==> src/rtl/axi4l_reg_slice_if.sv <==
// AXI4-Lite channel types and the bus interface shared by both sides of the slice.
// aclk/aresetn are carried for completeness; this block clocks and resets from its own ports.
package axi4l_pkg;
  typedef logic [31:0] addr_t;
  typedef logic [31:0] data_t;
  typedef logic [3:0]  strb_t;
  typedef logic [1:0]  resp_t;
  typedef logic [2:0]  prot_t;

  typedef struct packed { addr_t addr; prot_t prot; } ax_t;
  typedef struct packed { data_t data; strb_t strb; } w_t;
  typedef struct packed { resp_t resp; }              b_t;
  typedef struct packed { data_t data; resp_t resp; } r_t;
endpackage

interface axi4l_if;
  import axi4l_pkg::*;

  logic  aclk;
  logic  aresetn;

  addr_t awaddr;  prot_t awprot;  logic awvalid;  logic awready;
  data_t wdata;   strb_t wstrb;   logic wvalid;   logic wready;
  resp_t bresp;                   logic bvalid;   logic bready;
  addr_t araddr;  prot_t arprot;  logic arvalid;  logic arready;
  data_t rdata;   resp_t rresp;   logic rvalid;   logic rready;

  modport master (
    input  aclk, aresetn,
    output awaddr, awprot, awvalid, input awready,
    output wdata, wstrb, wvalid,    input wready,
    input  bresp, bvalid,           output bready,
    output araddr, arprot, arvalid, input arready,
    input  rdata, rresp, rvalid,    output rready
  );

  modport slave (
    input  aclk, aresetn,
    input  awaddr, awprot, awvalid, output awready,
    input  wdata, wstrb, wvalid,    output wready,
    output bresp, bvalid,           input bready,
    input  araddr, arprot, arvalid, output arready,
    output rdata, rresp, rvalid,    input rready
  );
endinterface

==> src/rtl/axi4l_reg_slice.sv <==
// AXI4-Lite register slice, one skid buffer (or wire) per channel; 1 cycle latency per registered channel.
// Source ready is a flop (= skid empty), so sink backpressure never reaches the source combinationally.
module axi4l_skid #(
  parameter int W   = 1,
  parameter bit REG = 1'b1
) (
  input  logic         clk,
  input  logic         rst,
  input  logic         in_vld,
  output logic         in_rdy,
  input  logic [W-1:0] in_dat,
  output logic         out_vld,
  input  logic         out_rdy,
  output logic [W-1:0] out_dat
);
  typedef enum logic [1:0] {EMPTY, HALF, FULL} state_e;

  generate
    if (REG) begin : g_reg
      state_e         state_q, state_d;
      logic           rdy_q;
      logic [W-1:0]   out_q, skid_q;
      logic           in_fire, out_fire;
      logic           load_out, load_skid, skid_to_out;

      assign in_rdy   = rdy_q;
      assign out_vld  = (state_q != EMPTY);
      assign out_dat  = out_q;
      assign in_fire  = in_vld & rdy_q;
      assign out_fire = out_vld & out_rdy;

      always_ff @(posedge clk or posedge rst) begin
        if (rst) begin
          state_q <= EMPTY;
          rdy_q   <= 1'b0;
          out_q   <= '0;
          skid_q  <= '0;
        end else begin
          state_q <= state_d;
          rdy_q   <= (state_d != FULL);
          if (load_out)         out_q <= in_dat;
          else if (skid_to_out) out_q <= skid_q;
          if (load_skid)        skid_q <= in_dat;
        end
      end

      always_comb begin
        state_d     = state_q;
        load_out    = 1'b0;
        load_skid   = 1'b0;
        skid_to_out = 1'b0;
        case (state_q)
          EMPTY: if (in_fire) begin
            state_d  = HALF;
            load_out = 1'b1;
          end
          HALF: begin
            if (in_fire && out_fire) begin
              load_out = 1'b1;
            end else if (in_fire) begin
              state_d   = FULL;
              load_skid = 1'b1;
            end else if (out_fire) begin
              state_d = EMPTY;
            end
          end
          FULL: if (out_fire) begin
            state_d     = HALF;
            skid_to_out = 1'b1;
          end
          default: state_d = EMPTY;
        endcase
      end
    end else begin : g_pass
      logic unused_clk_rst;
      assign unused_clk_rst = clk ^ rst;
      assign out_vld = in_vld;
      assign in_rdy  = out_rdy;
      assign out_dat = in_dat;
    end
  endgenerate
endmodule

module axi4l_reg_slice
  import axi4l_pkg::*;
#(
  parameter bit AW_REG = 1'b1,
  parameter bit W_REG  = 1'b1,
  parameter bit B_REG  = 1'b1,
  parameter bit AR_REG = 1'b1,
  parameter bit R_REG  = 1'b1
) (
  input  logic    clk,
  input  logic    rst,
  axi4l_if.slave  s_axi,
  axi4l_if.master m_axi
);
  ax_t aw_in, aw_out, ar_in, ar_out;
  w_t  w_in, w_out;
  b_t  b_in, b_out;
  r_t  r_in, r_out;

  logic unused_if_clk_rst;
  assign unused_if_clk_rst = ^{s_axi.aclk, s_axi.aresetn, m_axi.aclk, m_axi.aresetn};

  assign aw_in.addr = s_axi.awaddr;
  assign aw_in.prot = s_axi.awprot;
  assign m_axi.awaddr = aw_out.addr;
  assign m_axi.awprot = aw_out.prot;

  assign w_in.data = s_axi.wdata;
  assign w_in.strb = s_axi.wstrb;
  assign m_axi.wdata = w_out.data;
  assign m_axi.wstrb = w_out.strb;

  assign b_in.resp   = m_axi.bresp;
  assign s_axi.bresp = b_out.resp;

  assign ar_in.addr = s_axi.araddr;
  assign ar_in.prot = s_axi.arprot;
  assign m_axi.araddr = ar_out.addr;
  assign m_axi.arprot = ar_out.prot;

  assign r_in.data = m_axi.rdata;
  assign r_in.resp = m_axi.rresp;
  assign s_axi.rdata = r_out.data;
  assign s_axi.rresp = r_out.resp;

  // Forward channels: s_axi -> m_axi
  axi4l_skid #(.W($bits(ax_t)), .REG(AW_REG)) u_aw (
    .clk(clk), .rst(rst),
    .in_vld(s_axi.awvalid), .in_rdy(s_axi.awready), .in_dat(aw_in),
    .out_vld(m_axi.awvalid), .out_rdy(m_axi.awready), .out_dat(aw_out)
  );
  axi4l_skid #(.W($bits(w_t)), .REG(W_REG)) u_w (
    .clk(clk), .rst(rst),
    .in_vld(s_axi.wvalid), .in_rdy(s_axi.wready), .in_dat(w_in),
    .out_vld(m_axi.wvalid), .out_rdy(m_axi.wready), .out_dat(w_out)
  );
  axi4l_skid #(.W($bits(ax_t)), .REG(AR_REG)) u_ar (
    .clk(clk), .rst(rst),
    .in_vld(s_axi.arvalid), .in_rdy(s_axi.arready), .in_dat(ar_in),
    .out_vld(m_axi.arvalid), .out_rdy(m_axi.arready), .out_dat(ar_out)
  );

  // Reverse channels: m_axi -> s_axi
  axi4l_skid #(.W($bits(b_t)), .REG(B_REG)) u_b (
    .clk(clk), .rst(rst),
    .in_vld(m_axi.bvalid), .in_rdy(m_axi.bready), .in_dat(b_in),
    .out_vld(s_axi.bvalid), .out_rdy(s_axi.bready), .out_dat(b_out)
  );
  axi4l_skid #(.W($bits(r_t)), .REG(R_REG)) u_r (
    .clk(clk), .rst(rst),
    .in_vld(m_axi.rvalid), .in_rdy(m_axi.rready), .in_dat(r_in),
    .out_vld(s_axi.rvalid), .out_rdy(s_axi.rready), .out_dat(r_out)
  );
endmodule

==> src/flat_wrapper.sv <==
// flat-port wrapper written by rule: the top's interface ports become plain ports
module axi4l_reg_slice_flat import axi4l_pkg::*;
#(
  parameter bit AW_REG = 1'b1,
  parameter bit W_REG  = 1'b1,
  parameter bit B_REG  = 1'b1,
  parameter bit AR_REG = 1'b1,
  parameter bit R_REG  = 1'b1
)
  (clk, rst, s_axi_aclk, s_axi_aresetn, s_axi_awaddr, s_axi_awprot, s_axi_awvalid, s_axi_awready, s_axi_wdata, s_axi_wstrb, s_axi_wvalid, s_axi_wready, s_axi_bresp, s_axi_bvalid, s_axi_bready, s_axi_araddr, s_axi_arprot, s_axi_arvalid, s_axi_arready, s_axi_rdata, s_axi_rresp, s_axi_rvalid, s_axi_rready, m_axi_aclk, m_axi_aresetn, m_axi_awaddr, m_axi_awprot, m_axi_awvalid, m_axi_awready, m_axi_wdata, m_axi_wstrb, m_axi_wvalid, m_axi_wready, m_axi_bresp, m_axi_bvalid, m_axi_bready, m_axi_araddr, m_axi_arprot, m_axi_arvalid, m_axi_arready, m_axi_rdata, m_axi_rresp, m_axi_rvalid, m_axi_rready);
  axi4l_if s_axi_i ();
  axi4l_if m_axi_i ();
  input  logic clk;
  input  logic rst;
  input wire logic [$bits(s_axi_i.aclk)-1:0] s_axi_aclk;
  input wire logic [$bits(s_axi_i.aresetn)-1:0] s_axi_aresetn;
  input wire logic [$bits(s_axi_i.awaddr)-1:0] s_axi_awaddr;
  input wire logic [$bits(s_axi_i.awprot)-1:0] s_axi_awprot;
  input wire logic [$bits(s_axi_i.awvalid)-1:0] s_axi_awvalid;
  output wire logic [$bits(s_axi_i.awready)-1:0] s_axi_awready;
  input wire logic [$bits(s_axi_i.wdata)-1:0] s_axi_wdata;
  input wire logic [$bits(s_axi_i.wstrb)-1:0] s_axi_wstrb;
  input wire logic [$bits(s_axi_i.wvalid)-1:0] s_axi_wvalid;
  output wire logic [$bits(s_axi_i.wready)-1:0] s_axi_wready;
  output wire logic [$bits(s_axi_i.bresp)-1:0] s_axi_bresp;
  output wire logic [$bits(s_axi_i.bvalid)-1:0] s_axi_bvalid;
  input wire logic [$bits(s_axi_i.bready)-1:0] s_axi_bready;
  input wire logic [$bits(s_axi_i.araddr)-1:0] s_axi_araddr;
  input wire logic [$bits(s_axi_i.arprot)-1:0] s_axi_arprot;
  input wire logic [$bits(s_axi_i.arvalid)-1:0] s_axi_arvalid;
  output wire logic [$bits(s_axi_i.arready)-1:0] s_axi_arready;
  output wire logic [$bits(s_axi_i.rdata)-1:0] s_axi_rdata;
  output wire logic [$bits(s_axi_i.rresp)-1:0] s_axi_rresp;
  output wire logic [$bits(s_axi_i.rvalid)-1:0] s_axi_rvalid;
  input wire logic [$bits(s_axi_i.rready)-1:0] s_axi_rready;
  input wire logic [$bits(m_axi_i.aclk)-1:0] m_axi_aclk;
  input wire logic [$bits(m_axi_i.aresetn)-1:0] m_axi_aresetn;
  output wire logic [$bits(m_axi_i.awaddr)-1:0] m_axi_awaddr;
  output wire logic [$bits(m_axi_i.awprot)-1:0] m_axi_awprot;
  output wire logic [$bits(m_axi_i.awvalid)-1:0] m_axi_awvalid;
  input wire logic [$bits(m_axi_i.awready)-1:0] m_axi_awready;
  output wire logic [$bits(m_axi_i.wdata)-1:0] m_axi_wdata;
  output wire logic [$bits(m_axi_i.wstrb)-1:0] m_axi_wstrb;
  output wire logic [$bits(m_axi_i.wvalid)-1:0] m_axi_wvalid;
  input wire logic [$bits(m_axi_i.wready)-1:0] m_axi_wready;
  input wire logic [$bits(m_axi_i.bresp)-1:0] m_axi_bresp;
  input wire logic [$bits(m_axi_i.bvalid)-1:0] m_axi_bvalid;
  output wire logic [$bits(m_axi_i.bready)-1:0] m_axi_bready;
  output wire logic [$bits(m_axi_i.araddr)-1:0] m_axi_araddr;
  output wire logic [$bits(m_axi_i.arprot)-1:0] m_axi_arprot;
  output wire logic [$bits(m_axi_i.arvalid)-1:0] m_axi_arvalid;
  input wire logic [$bits(m_axi_i.arready)-1:0] m_axi_arready;
  input wire logic [$bits(m_axi_i.rdata)-1:0] m_axi_rdata;
  input wire logic [$bits(m_axi_i.rresp)-1:0] m_axi_rresp;
  input wire logic [$bits(m_axi_i.rvalid)-1:0] m_axi_rvalid;
  output wire logic [$bits(m_axi_i.rready)-1:0] m_axi_rready;
  assign s_axi_i.aclk = s_axi_aclk;
  assign s_axi_i.aresetn = s_axi_aresetn;
  assign s_axi_i.awaddr = s_axi_awaddr;
  assign s_axi_i.awprot = s_axi_awprot;
  assign s_axi_i.awvalid = s_axi_awvalid;
  assign s_axi_awready = s_axi_i.awready;
  assign s_axi_i.wdata = s_axi_wdata;
  assign s_axi_i.wstrb = s_axi_wstrb;
  assign s_axi_i.wvalid = s_axi_wvalid;
  assign s_axi_wready = s_axi_i.wready;
  assign s_axi_bresp = s_axi_i.bresp;
  assign s_axi_bvalid = s_axi_i.bvalid;
  assign s_axi_i.bready = s_axi_bready;
  assign s_axi_i.araddr = s_axi_araddr;
  assign s_axi_i.arprot = s_axi_arprot;
  assign s_axi_i.arvalid = s_axi_arvalid;
  assign s_axi_arready = s_axi_i.arready;
  assign s_axi_rdata = s_axi_i.rdata;
  assign s_axi_rresp = s_axi_i.rresp;
  assign s_axi_rvalid = s_axi_i.rvalid;
  assign s_axi_i.rready = s_axi_rready;
  assign m_axi_i.aclk = m_axi_aclk;
  assign m_axi_i.aresetn = m_axi_aresetn;
  assign m_axi_awaddr = m_axi_i.awaddr;
  assign m_axi_awprot = m_axi_i.awprot;
  assign m_axi_awvalid = m_axi_i.awvalid;
  assign m_axi_i.awready = m_axi_awready;
  assign m_axi_wdata = m_axi_i.wdata;
  assign m_axi_wstrb = m_axi_i.wstrb;
  assign m_axi_wvalid = m_axi_i.wvalid;
  assign m_axi_i.wready = m_axi_wready;
  assign m_axi_i.bresp = m_axi_bresp;
  assign m_axi_i.bvalid = m_axi_bvalid;
  assign m_axi_bready = m_axi_i.bready;
  assign m_axi_araddr = m_axi_i.araddr;
  assign m_axi_arprot = m_axi_i.arprot;
  assign m_axi_arvalid = m_axi_i.arvalid;
  assign m_axi_i.arready = m_axi_arready;
  assign m_axi_i.rdata = m_axi_rdata;
  assign m_axi_i.rresp = m_axi_rresp;
  assign m_axi_i.rvalid = m_axi_rvalid;
  assign m_axi_rready = m_axi_i.rready;
  axi4l_reg_slice #(.AW_REG(AW_REG), .W_REG(W_REG), .B_REG(B_REG), .AR_REG(AR_REG), .R_REG(R_REG)) u_core (.clk(clk), .rst(rst), .s_axi(s_axi_i), .m_axi(m_axi_i));
endmodule
==> config.mk <==
export PLATFORM = sky130hd
export DESIGN_NAME = axi4l_reg_slice_flat
export DESIGN_NICKNAME = d
export VERILOG_FILES = /design/src/rtl/axi4l_reg_slice_if.sv /design/src/rtl/axi4l_reg_slice.sv /design/src/flat_wrapper.sv
export SDC_FILE = /design/constraint.sdc
export NUM_CORES = 1
export LEC_CHECK = 0
export ABC_AREA = 1
export CAP_MARGIN = 20
export CORE_MARGIN = 2
export CORE_UTILIZATION = 38
export CTS_CLUSTER_DIAMETER = 30
export DETAILED_ROUTE_END_ITERATION = 8
export GPL_TIMING_DRIVEN = 0
export HOLD_SLACK_MARGIN = 0.08
export PLACE_DENSITY = 0.7
export SYNTH_ARGS = -nofsm -noshare
export SYNTH_HDL_FRONTEND = slang
export SYNTH_SLANG_ARGS = --single-unit
==> constraint.sdc <==
create_clock -name clk -period 11.7 [get_ports clk]
set_input_delay 2.34 -clock clk [delete_from_list [all_inputs] [get_ports clk]]
set_output_delay 2.34 -clock clk [all_outputs]
set_load 0.1 [all_outputs]
Word level (Yosys, flattened, before mapping)

Index checks and enable logic that the tools add are counted.

Bits in writable memories: 0
ROM bits: 0
Register bits: 299
Logic and storage cells: 140
Memories: 0
Bits of input ports: 158
Output and inout port bits: 152
Bits in latches: 0

Reduce and logical (&&, ||, !) cells: 20
$mul: 0
Equality and inequality tests: 15
Bitwise operators: 10
Mux-type cells: 75
Divide/modulo/power cells: 0
Shift-type cells: 0
$add $sub $neg: 0
Order comparisons: 0

Operators with widths:

| cell                                                                   | count |
|---|---|
| 35-bit 2-to-1 mux                                                      | 4 |
| 36-bit 2-to-1 mux                                                      | 2 |
| 34-bit 2-to-1 mux                                                      | 2 |
| 2-bit 2-to-1 mux                                                       | 27 |
| 1-bit 2-to-1 mux                                                       | 30 |
| 2-bit one-hot mux with 3 select lines                                  | 5 |
| 2-bit nonzero test                                                     | 10 |
| 1-bit AND                                                              | 10 |
| 2-bit by 1-bit equality test with 1-bit output (second input constant) | 5 |
| 2-bit equality test (second input constant)                            | 5 |
| 2-bit zero test                                                        | 5 |
| 2-bit != test (second input constant)                                  | 5 |
| 1-bit one-hot mux with 2 select lines                                  | 5 |
| 1-bit logical AND                                                      | 5 |

Longest topological paths before layout

Depth in word-level cells: 7
Mapped depth: 9
Gate-level depth less buffers: 7

Modules after synthesis

From an unflattened synthesis, not the netlist that was laid out.

Cell total of the unflattened synthesis: 1474
Area, all modules: 12787.3 um2

Modules (own cells, without submodules):

| module                        | area each (um2) | cells each | instances | seq. area each (um2) |
|---|---|---|---|---|
| axi4l_skid at u_core.u_ar ... | 3105.5          | 358        | 2         | 1826.8 |
| axi4l_skid at u_core.u_w      | 3183.1          | 368        | 1         | 1876.8 |
| axi4l_skid at u_core.u_r      | 3060.4          | 349        | 1         | 1776.7 |
| axi4l_skid at u_core.u_b      | 332.8           | 41         | 1         | 175.2 |

Least setup slack after synthesis

No wires, ideal clock.

Path kind: reg2out
From: register u_core.u_ar.g_reg.state_q[0]
To: output port m_axi_arvalid
Cell stages (with the launch flop): 5
Buffers on the path: 2
Path slack: 7.804 ns
Data required time: 9.360 ns
Arrival time: 1.556 ns
Cells stage by stage: dfrtp_1 > inv_1 > clkbuf_1 > buf_1 > nand2_1

Longest elaborated chain between the ends: 1

Ends and longest elaborated chain:

| what                     | line                  | text |
|---|---|---|
| start: declaration       | axi4l_reg_slice.sv:20 | `state_e state_q, state_d;` |
| start signal: assignment | axi4l_reg_slice.sv:39 | `state_q <= state_d;` |
| 2-bit nonzero test       | axi4l_reg_slice.sv:27 | `assign out_vld = (state_q != EMPTY);` |
| end: declaration         | flat_wrapper.sv:51    | `output wire logic [$bits(m_axi_i.arvalid)-1:0] m_axi_arvalid;` |

Every way passes these cells.

Final worst setup path

Ends and elaborated chain as after synthesis.

==> impl_metrics.tcl <==
set metrics [dict create \
    critPathSlowestCell "clkdlybuf4s50_1" \
    fin_crit_sh_pct 45.1 \
    wire_per_inst_um 15.7 \
    hold_class "reg2reg" \
    cp_num_buf_inv 4 \
    hold_viol 0 \
    synth_top_cell_by_area "dfrtp_1" \
    pin_count 310 \
    synth_area_um2 13000 \
    first_pass_iters 5 \
    post_cts_resized 0 \
    relSlewSlack_pct 24.7 \
    syn_nets 1719 \
    fin_nets 2098 \
    critPathCaptureType "primary output" \
    yosysWarningCount 0 \
    wl_um 38400 \
    max_cap_viol_count 0 \
    path_class "reg2out" \
    worstMarginPinSlew_ns 1.13 \
    min_period_ns 5.28 \
    critPathArrivalTime_ns 2.94 \
    worst_clock_skew_ns 0.0214 \
    status "finished, final reports clean" \
    gp_congestion 0.813 \
    rsz0062_at_grt "no" \
    viasPerCell 5.05 \
    antenna_cells 0 \
    reg2reg_from "u_core.u_aw.in_rdy" \
    cp_top_family "buffers and inverters" \
    cts.root.buffer_cell "clkbuf_16" \
    num_rows 67 \
    crit_path_max_fanout 10 \
    drc 0 \
    vias 12300 \
    core_area_um2 33700 \
    initial_utilization_pct 38.7 \
    grtUsageTotal_pct 21.5 \
    netlist_top_cells_area "dfrtp_1, nand2_1, nand3_1" \
    drive_gt1_share_pct 9.18 \
    startpoint "u_core.u_ar.g_reg.state_q[0]" \
    antenna_found_initial 0 \
    utilization_pct 56.9 \
    required_ns 9.36 \
    grt_pass1_vias 12400 \
    gr-total-overflow 0 \
    synth_cell_types 23 \
    fp.dieW_um 189 \
    grt_pass1_wl_um 62900 \
    slew_violations 0 \
    drtIter0Drc 859 \
    min_from "u_core.u_ar.g_reg.skid_q[15]" \
    dp_hpwl_um 26000 \
    grt_start_max_net_pins 127 \
    synthCells 1561 \
    post_cts_buffers 0 \
    yosysTopAreaCellShare_pct 57.3 \
    yosys_most_used_dff "dfrtp_1" \
    die_h_um 189 \
    seq_area_frac_synth_pct 57.3 \
    fillCellCount 2925 \
    cts-htree-levels 3 \
    detail-route-antenna-nets 0 \
    fmax_ghz 0.189 \
    synth_edf_count 0 \
    clk_latency_ns 0.55 \
    clk_path_buf_depth 3 \
    setup_violations 0 \
    startpoint_type "register" \
    cts_buffers 70 \
    synth.avg_cell_area_um2 8.36 \
    area_growth_syn_to_layout_pct 46.9 \
    async_flop_share_pct 100 \
    cts_tree "done" \
    slowest_delay_ns 0.99 \
    dieArea_um2 35800 \
    cts_hold_buf 0 \
    ys_ff_latch 299 \
    clock_sink_count 299 \
    portBuffers 305 \
    path_cells "inv_1 > clkbuf_1 > buf_1 > nand2_1 > clkdlybuf4s50_1" \
    path_clk_slew_ns 0.04 \
]
==> cell families (layout without fill, tap and decap cells) <==
logic type	count (synthesis)	in the layout	synth area share, %
AO/OA/AOI/OAI	111	111	4.31
XOR/XNOR	1	1	0.0671
buffers and inverters	237	669	7.29
flip-flops	299	299	57.3
AND/OR/NAND/NOR	913	913	31.0
==> layer usage <==
| layer | part of all wire [%] | track usage, % | vias up |
|---|---|---|---|
| met4 | 2.8 | 8.50 | 0 |
| li1 | - | - | 5862 |
| met5 | 0 | 0 | - |
| met2 | 47 | 34.5 | 433 |
| met3 | 7.6 | 6.01 | 83 |
| met1 | 42 | 27.5 | 5953 |
==> worst min-delay path, cell delays in order (launching register included) <==
cell     delay [ns]
dfrtp_1        0.33
nand2_1        0.05
nand2_1        0.05
==> worst paths after layout <==
path                                           endpoint  slack (ns)  depth (start not counted)
setup / recovery                          m_axi_arvalid        6.42                          5
hold / removal             u_core.u_ar.g_reg.skid_q[15]        0.47                          2
setup reg to reg           u_core.u_aw.g_reg.skid_q[20]        9.98                          6
hold reg to reg            u_core.u_ar.g_reg.skid_q[15]        0.47                          2
max in group asynchronous       u_core.u_aw.out_dat[11]        8.47                          3
min in group asynchronous        u_core.u_r.out_dat[21]        2.25                          2
==> cells in the final DEF, fill, tap and decap left out, types with 3 or more instances in the layout <==
cell type	instances
nand2_1	493
nand3_1	362
clkdlybuf4s50_1	305
dfrtp_1	299
inv_1	129
o21ai_0	99
clkbuf_16	74
clkbuf_1	58
buf_2	39
nand4_1	37
clkinv_2	14
o21ai_1	11
bufinv_16	9
nor2_1	8
clkbuf_8	8
buf_1	7
clkinvlp_4	7
inv_2	6
nand3_2	4
nor2_2	3
buf_4	3
clkinv_4	3
==> area by class of cell <==
class | count | area [um2] | share of cell area, %
clock buffer | 89 | 1990 | 10.4
timing repair buffer | 307 | 3110 | 16.2
multi-input combinational | 1025 | 4620 | 24.1
inverter | 136 | 518 | 2.70
sequential | 299 | 7480 | 39.0
buffer | 101 | 440 | 2.30
tap | 448 | 561 | 2.92
clock inverter | 36 | 453 | 2.36
==> metrics by stage <==
| stage | hold slack [ns] | cells | instance area [um2] | setup TNS, ns | setup WS (ns) |
|---|---|---|---|---|---|
| after floorplan | 0.442 | 1561 | 13000 | 0 | 1.10 |
| after detailed placement | 0.458 | 2316 | 16700 | 0 | 7.04 |
| after global placement | 0.453 | 2314 | 16700 | -789.98 | -2.68 |
| after CTS | 0.469 | 2441 | 19200 | 0 | 6.40 |
| after global routing | 0.488 | 2441 | 19200 | 0 | 6.33 |
| final | 0.469 | 2441 | 19200 | 0 | 6.42 |
==> Yosys cell counts, types with 2 or more instances <==
master,count
nand3_2,4
inv_1,130
nor2_1,8
nor2_2,3
nand3_1,362
nand2_1,493
inv_2,6
clkbuf_1,51
o21ai_0,99
dfrtp_1,299
buf_4,3
buf_2,39
o21ai_1,11
nand4_1,37
nor3_2,2
buf_1,7
==> registers in the layout (all words and copies together) (netlist names), 34 cells and up <==
| name | count |
|---|---|
| u_core.u_aw.g_reg.skid_q | 35 |
| u_core.u_w.g_reg.skid_q | 36 |
| u_core.u_ar.g_reg.skid_q | 35 |
| u_core.u_ar.out_dat | 35 |
| u_core.u_r.out_dat | 34 |
| u_core.u_aw.out_dat | 35 |
| u_core.u_r.g_reg.skid_q | 34 |
| u_core.u_w.out_dat | 36 |
Power is not shown: default switching activity piles up to over one toggle a cycle in this logic, so the estimate is an artifact.
==> RTL edit 1: new RTL, same flow settings <==
`B_REG` is set to 1'b1 in 2 places; all go to 1'b0.
--- a/src/rtl/axi4l_reg_slice.sv
+++ b/src/rtl/axi4l_reg_slice.sv
@@ -87,5 +87,5 @@
   parameter bit AW_REG = 1'b1,
   parameter bit W_REG  = 1'b1,
-  parameter bit B_REG  = 1'b1,
+  parameter bit B_REG  = 1'b0,
   parameter bit AR_REG = 1'b1,
   parameter bit R_REG  = 1'b1
--- a/src/flat_wrapper.sv
+++ b/src/flat_wrapper.sv
@@ -4,5 +4,5 @@
   parameter bit AW_REG = 1'b1,
   parameter bit W_REG  = 1'b1,
-  parameter bit B_REG  = 1'b1,
+  parameter bit B_REG  = 1'b0,
   parameter bit AR_REG = 1'b1,
   parameter bit R_REG  = 1'b1
Function: changed (a bounded check fails within 4 cycles, from zero or initial values and one cycle with rst high).
==> RTL edit 1 against the unedited design <==
- final area fell by 1.2%
- register-to-register slack got worse by 0.02 ns
- sequential cell count down 7
- synthesized area down 2.0%
- routed wire length down 8.0%
- setup slack worse by 0.59 ns
Power is left out: the tool's default activity adds up to more than one toggle a clock period on the data nets, which glitch-free logic cannot reach.
==> RTL edit 1: results (changes against the unedited design) <==
----------------------------------------------------
[Yosys]
  Mean area per synthesized cell ... 8.106 sq um (-3.0%)
  Cells taking the most area after synthesis ... dfrtp_1, nand2_1, nand3_1, inv_1, o21ai_0
  Cell types with the highest counts after synthesis ... nand2_1, dfrtp_1, nand3_1
  Number of nets in the synthesized netlist ... 1736 (+0.99%)
  Distinct cell type count of the synthesized netlist ... 26 (+13%)
  Xor-xnor portion of the synthesized cell area ... 0.06847% (+0.0014 points)

[Clock tree]
  CTS Buf Count ... 67 (-4.3%)

[Cells and area]
  Share of layout cells above drive strength 1 ... 9.700% (+0.52 points)
  Number of nets at the end of the flow ... 2108 (+0.48%)
  Final Non-Filler Cells ... 2448 (+0.29%)
  Filler cell count ... 2951 (+0.89%)

[Placement]
  Half-perimeter wire length after placement ... 24010 um (-7.6%)
  Area after DPL ... 16430 sq um (-1.8%)
  Final weighted congestion in routability-driven placement ... 0.7987 (-1.7%)
  Cell count after placement ... 2329 (+0.56%)
  Pre-CTS setup slack ... 5.819 ns (-1.223 ns)
  Total of buffers placed on input and output ports ... 301 (-1.3%)

[Run status]
  Outcome ... finished clean

[Setup path]
  Delay contributed by the slowest stage of the critical path ... 1.12 ns (+0.13 ns)
  Worst R2R Path Depth ... 5 (-1)
  Kind of cell adding the most delay to the critical path ... buffers and inverters
  Top fanout value on the critical path ... 1 (-9)
  Beginning of the worst register-to-register path ... u_core.u_w.in_rdy
  Endpoint of the lowest-slack register-to-register path ... u_core.u_w.g_reg.skid_q[20]
  Data arrival time of the critical path ... 3.54 ns (+0.60 ns)

[Global route]
  Largest net degree at the start of global routing ... 128 (+0.79%)
  Via count of the first global-routing pass ... 11.77k (-5.2%)
  Global router's overall resource usage ... 20.23% (-1.2 points)

[Timing]
  Worst Clk Skew ... 0.03040 ns (+0.009001 ns)
  Worst hold slack ... 0.4674 ns (-0.001324 ns)
  Worst-Margin Slew ... 1.122 ns (-0.004228 ns)

[Route]
  Average via count per standard cell ... 4.783 (-5.3%)
  Initial DRC Count ... 791 (-7.9%)
  Wire per inst ... 14.44 um (-8.2%)

[Min path]
  Startpoint of the lowest-slack hold path ... u_core.u_ar.out_dat[19]
  End point of the worst hold path ... u_core.u_ar.out_dat[19]
  Hold Path Depth ... 2 (unchanged)

----------------------------------------------------
-- RTL edit 1: changes by cell type after synthesis, sizes merged, moves of 18 or more --
cell	change
clkbuf	-18
nand3	-149
nand2	+23
inv	+62
o21ai	+31
nor2	+103
nand4	-34
-- RTL edit 1: worst max-delay path by stage --
stage / to / start / slack [ns] / cells past startpoint
2_1_floorplan: u_core.u_ar.g_reg.skid_q[0] / rst / 1.30 / 1
3_3_place_gp: u_core.u_r.out_dat[10] / rst / -2.41 / 2
6_report: s_axi_bvalid / m_axi_bvalid / 5.82 / 2
3_5_place_dp: s_axi_bvalid / m_axi_bvalid / 5.82 / 2
4_1_cts: s_axi_bvalid / m_axi_bvalid / 5.82 / 2
5_1_grt: s_axi_bresp[0] / m_axi_bresp[0] / 5.81 / 2
-- RTL edit 1: cell type report --
| class | instances | area (sq um) | share of cell area, % |
|---|---|---|---|
| flip-flops and latches | 292 | 7307 | 38.59 |
| multi-input cells | 1002 | 4328 | 22.86 |
| repair buffers | 303 | 3068 | 16.20 |
| clock buffers | 79 | 1834 | 9.687 |
| inverters | 198 | 750.7 | 3.965 |
| clock inverters | 40 | 673.1 | 3.555 |
| well taps | 448 | 560.5 | 2.960 |
| plain buffers | 86 | 412.9 | 2.181 |
-- RTL edit 1: cells by family (layout without fill, tap and decap cells) --
family,count (synthesis),count (layout)
flip-flops,292,292
buffers and inverters,284,706
XOR/XNOR,1,1
AO/OA/AOI/OAI,145,145
AND/OR/NAND/NOR,856,856
-- RTL edit 1: per-layer routing --
layer / up-vias / global-route usage, % / routed length, um
met3: 74 / 5.553 / 2516
met1: 5583 / 25.68 / 15170
met4: 0 / 7.571 / 1000
met5: - / 0 / 0
met2: 392 / 33.14 / 16660
li1: 5659 / - / -
==> RTL edit 2: new RTL, same settings <==
Made on the original files. Encoding of `state_e`: now one-hot (3 bits for 3 states).
--- a/src/rtl/axi4l_reg_slice.sv
+++ b/src/rtl/axi4l_reg_slice.sv
@@ -14,5 +14,5 @@
   output logic [W-1:0] out_dat
 );
-  typedef enum logic [1:0] {EMPTY, HALF, FULL} state_e;
+  typedef enum logic [2:0] {EMPTY = 3'b001, HALF = 3'b010, FULL = 3'b100} state_e;
 
   generate
Behaviour: no difference found for any inputs over 4 cycles, from zero or initial values and one cycle with rst high; so few cycles prove little.
==> RTL edit 2 against the unedited design <==
- sequential cell count is 5 higher
- routed wire length is 11% higher
- synthesized area up 5.9%
- largest cell class unchanged
- maximum frequency is 11% higher
- die area up 5.8%
- final area increased by 6.2%
- setup slack gained 0.52 ns
- critical endpoint unchanged
- synthesized cell count is 7.8% higher
Power is left out: the tool's default activity adds up to more than one toggle a clock period on the data nets, which glitch-free logic cannot reach.
==> RTL edit 2: results (changes against the unedited design) <==
----------------------------------------------------
[Cells and area]
  Non-Filler Cell Area, Final ... 20360 sq um (+6.2%)
  Fraction of standard cell area that is sequential ... 37.40% (-1.6 points)
  Diode insertion count for antenna repair ... 4 (+4)
  Filler cell count ... 3093 (+5.7%)
  Plain + repair buffers ... 414 (+1.5%)
  Inverters, non-clock ... 170 (+25%)
  Final-layout non-clock buffer area share ... 17.82% (-0.70 points)
  Number of multi-input logic gates ... 1101 (+7.4%)
  Number of clock buffers in the layout ... 101 (+13%)
  Proportion of cell area spent on the clock network ... 13.90% (+1.2 points)
  Fraction of area in multi-input gates ... 24.82% (+0.74 points)
  Number of nets at the end of the flow ... 2226 (+6.1%)

[Yosys]
  Mean area per synthesized cell ... 8.219 sq um (-1.7%)
  Xor-xnor portion of the synthesized cell area ... 0% (-0.067 points)
  Distinct cell type count of the synthesized netlist ... 26 (+13%)
  Cell types with the highest counts after synthesis ... nand2_1, dfrtp_1, inv_1
  Part of the Yosys area used for sequential elements ... 55.07% (-2.3 points)
  Cells taking the most area after synthesis ... dfrtp_1, nand2_1, nand4_1, inv_1, nor2_1
  Complex-gate fraction of the synthesized area ... 8.453% (+4.1 points)
  Number of nets in the synthesized netlist ... 1840 (+7.0%)

[Clock tree]
  Source-to-sink clock delay at the later pin of the worst-skew pair ... 0.57 ns (+0.02 ns)
  CTS Buf Count ... 77 (+10%)
  Count of H-tree levels built during CTS ... 3 (unchanged)

[Timing]
  Highest Clock Rate ... 0.2100 GHz (+11%)
  Worst-Margin Slew ... 1.124 ns (-0.002521 ns)
  Worst hold slack ... 0.4750 ns (+0.006221 ns)
  Worst Clk Skew ... 0.02053 ns (-0.0008724 ns)

[Global route]
  Via count of the first global-routing pass ... 13.37k (+7.7%)
  Largest net degree at the start of global routing ... 117 (-7.9%)
  Antenna violations before repair ... 5 (+5)
  First-pass GRT wire length ... 69110 um (+10%)
  Met1 track utilization from global routing ... 28.78% (+1.3 points)
  Met3 GRT Util ... 6.177% (+0.17 points)
  Met2 Track Usage GR ... 35.52% (+0.99 points)

[Setup path]
  Top fanout value on the critical path ... 5 (-5)
  Data arrival time of the critical path ... 2.42 ns (-0.52 ns)

[Run status]
  Outcome ... finished clean

[Placement]
  Pre-CTS setup slack ... 7.519 ns (+0.4770 ns)
  Area after DPL ... 17520 sq um (+4.7%)
  Cell count after placement ... 2450 (+5.8%)
  Final weighted congestion in routability-driven placement ... 0.8300 (+2.1%)
  Half-perimeter wire length after placement ... 28560 um (+9.9%)

[Route]
  Sum of routed wire length over all layers ... 42490 um (+11%)
  Wire per inst ... 16.37 um (+4.0%)
  Detailed-routed wire length on met2 ... 20010 um (+9.9%)
  Initial DRC Count ... 771 (-10%)
  Average via count per standard cell ... 5.073 (+0.42%)
  Max Used Layer ... met5

[Floorplanning]
  DIE WIDTH ... 194.7 um (+2.9%)

----------------------------------------------------
[RTL edit 2: path summary, 6_finish.rpt]
path / end / from / cells past startpoint
worst min register to register: u_core.u_r.out_dat[28] / u_core.u_r.g_reg.skid_q[28] / 2
max in group asynchronous: u_core.u_b.out_dat[0] / rst / 3
worst max register to register: u_core.u_aw.out_dat[12] / u_core.u_aw.g_reg.state_q[0] / 7
min in group asynchronous: u_core.u_aw.out_dat[5] / rst / 2
worst max-delay path: m_axi_arvalid / u_core.u_ar.g_reg.state_q[0] / 4
worst min-delay path: u_core.u_r.out_dat[28] / u_core.u_r.g_reg.skid_q[28] / 2
[RTL edit 2: logic make-up (layout without fill, tap and decap cells)]
| logic type | after synthesis | count (layout) |
|---|---|---|
| other | 0 | 4 |
| buffers and inverters | 277 | 726 |
| and+or+nand+nor | 871 | 871 |
| DFF | 304 | 304 |
| AOI/OAI and AO/OA | 230 | 230 |
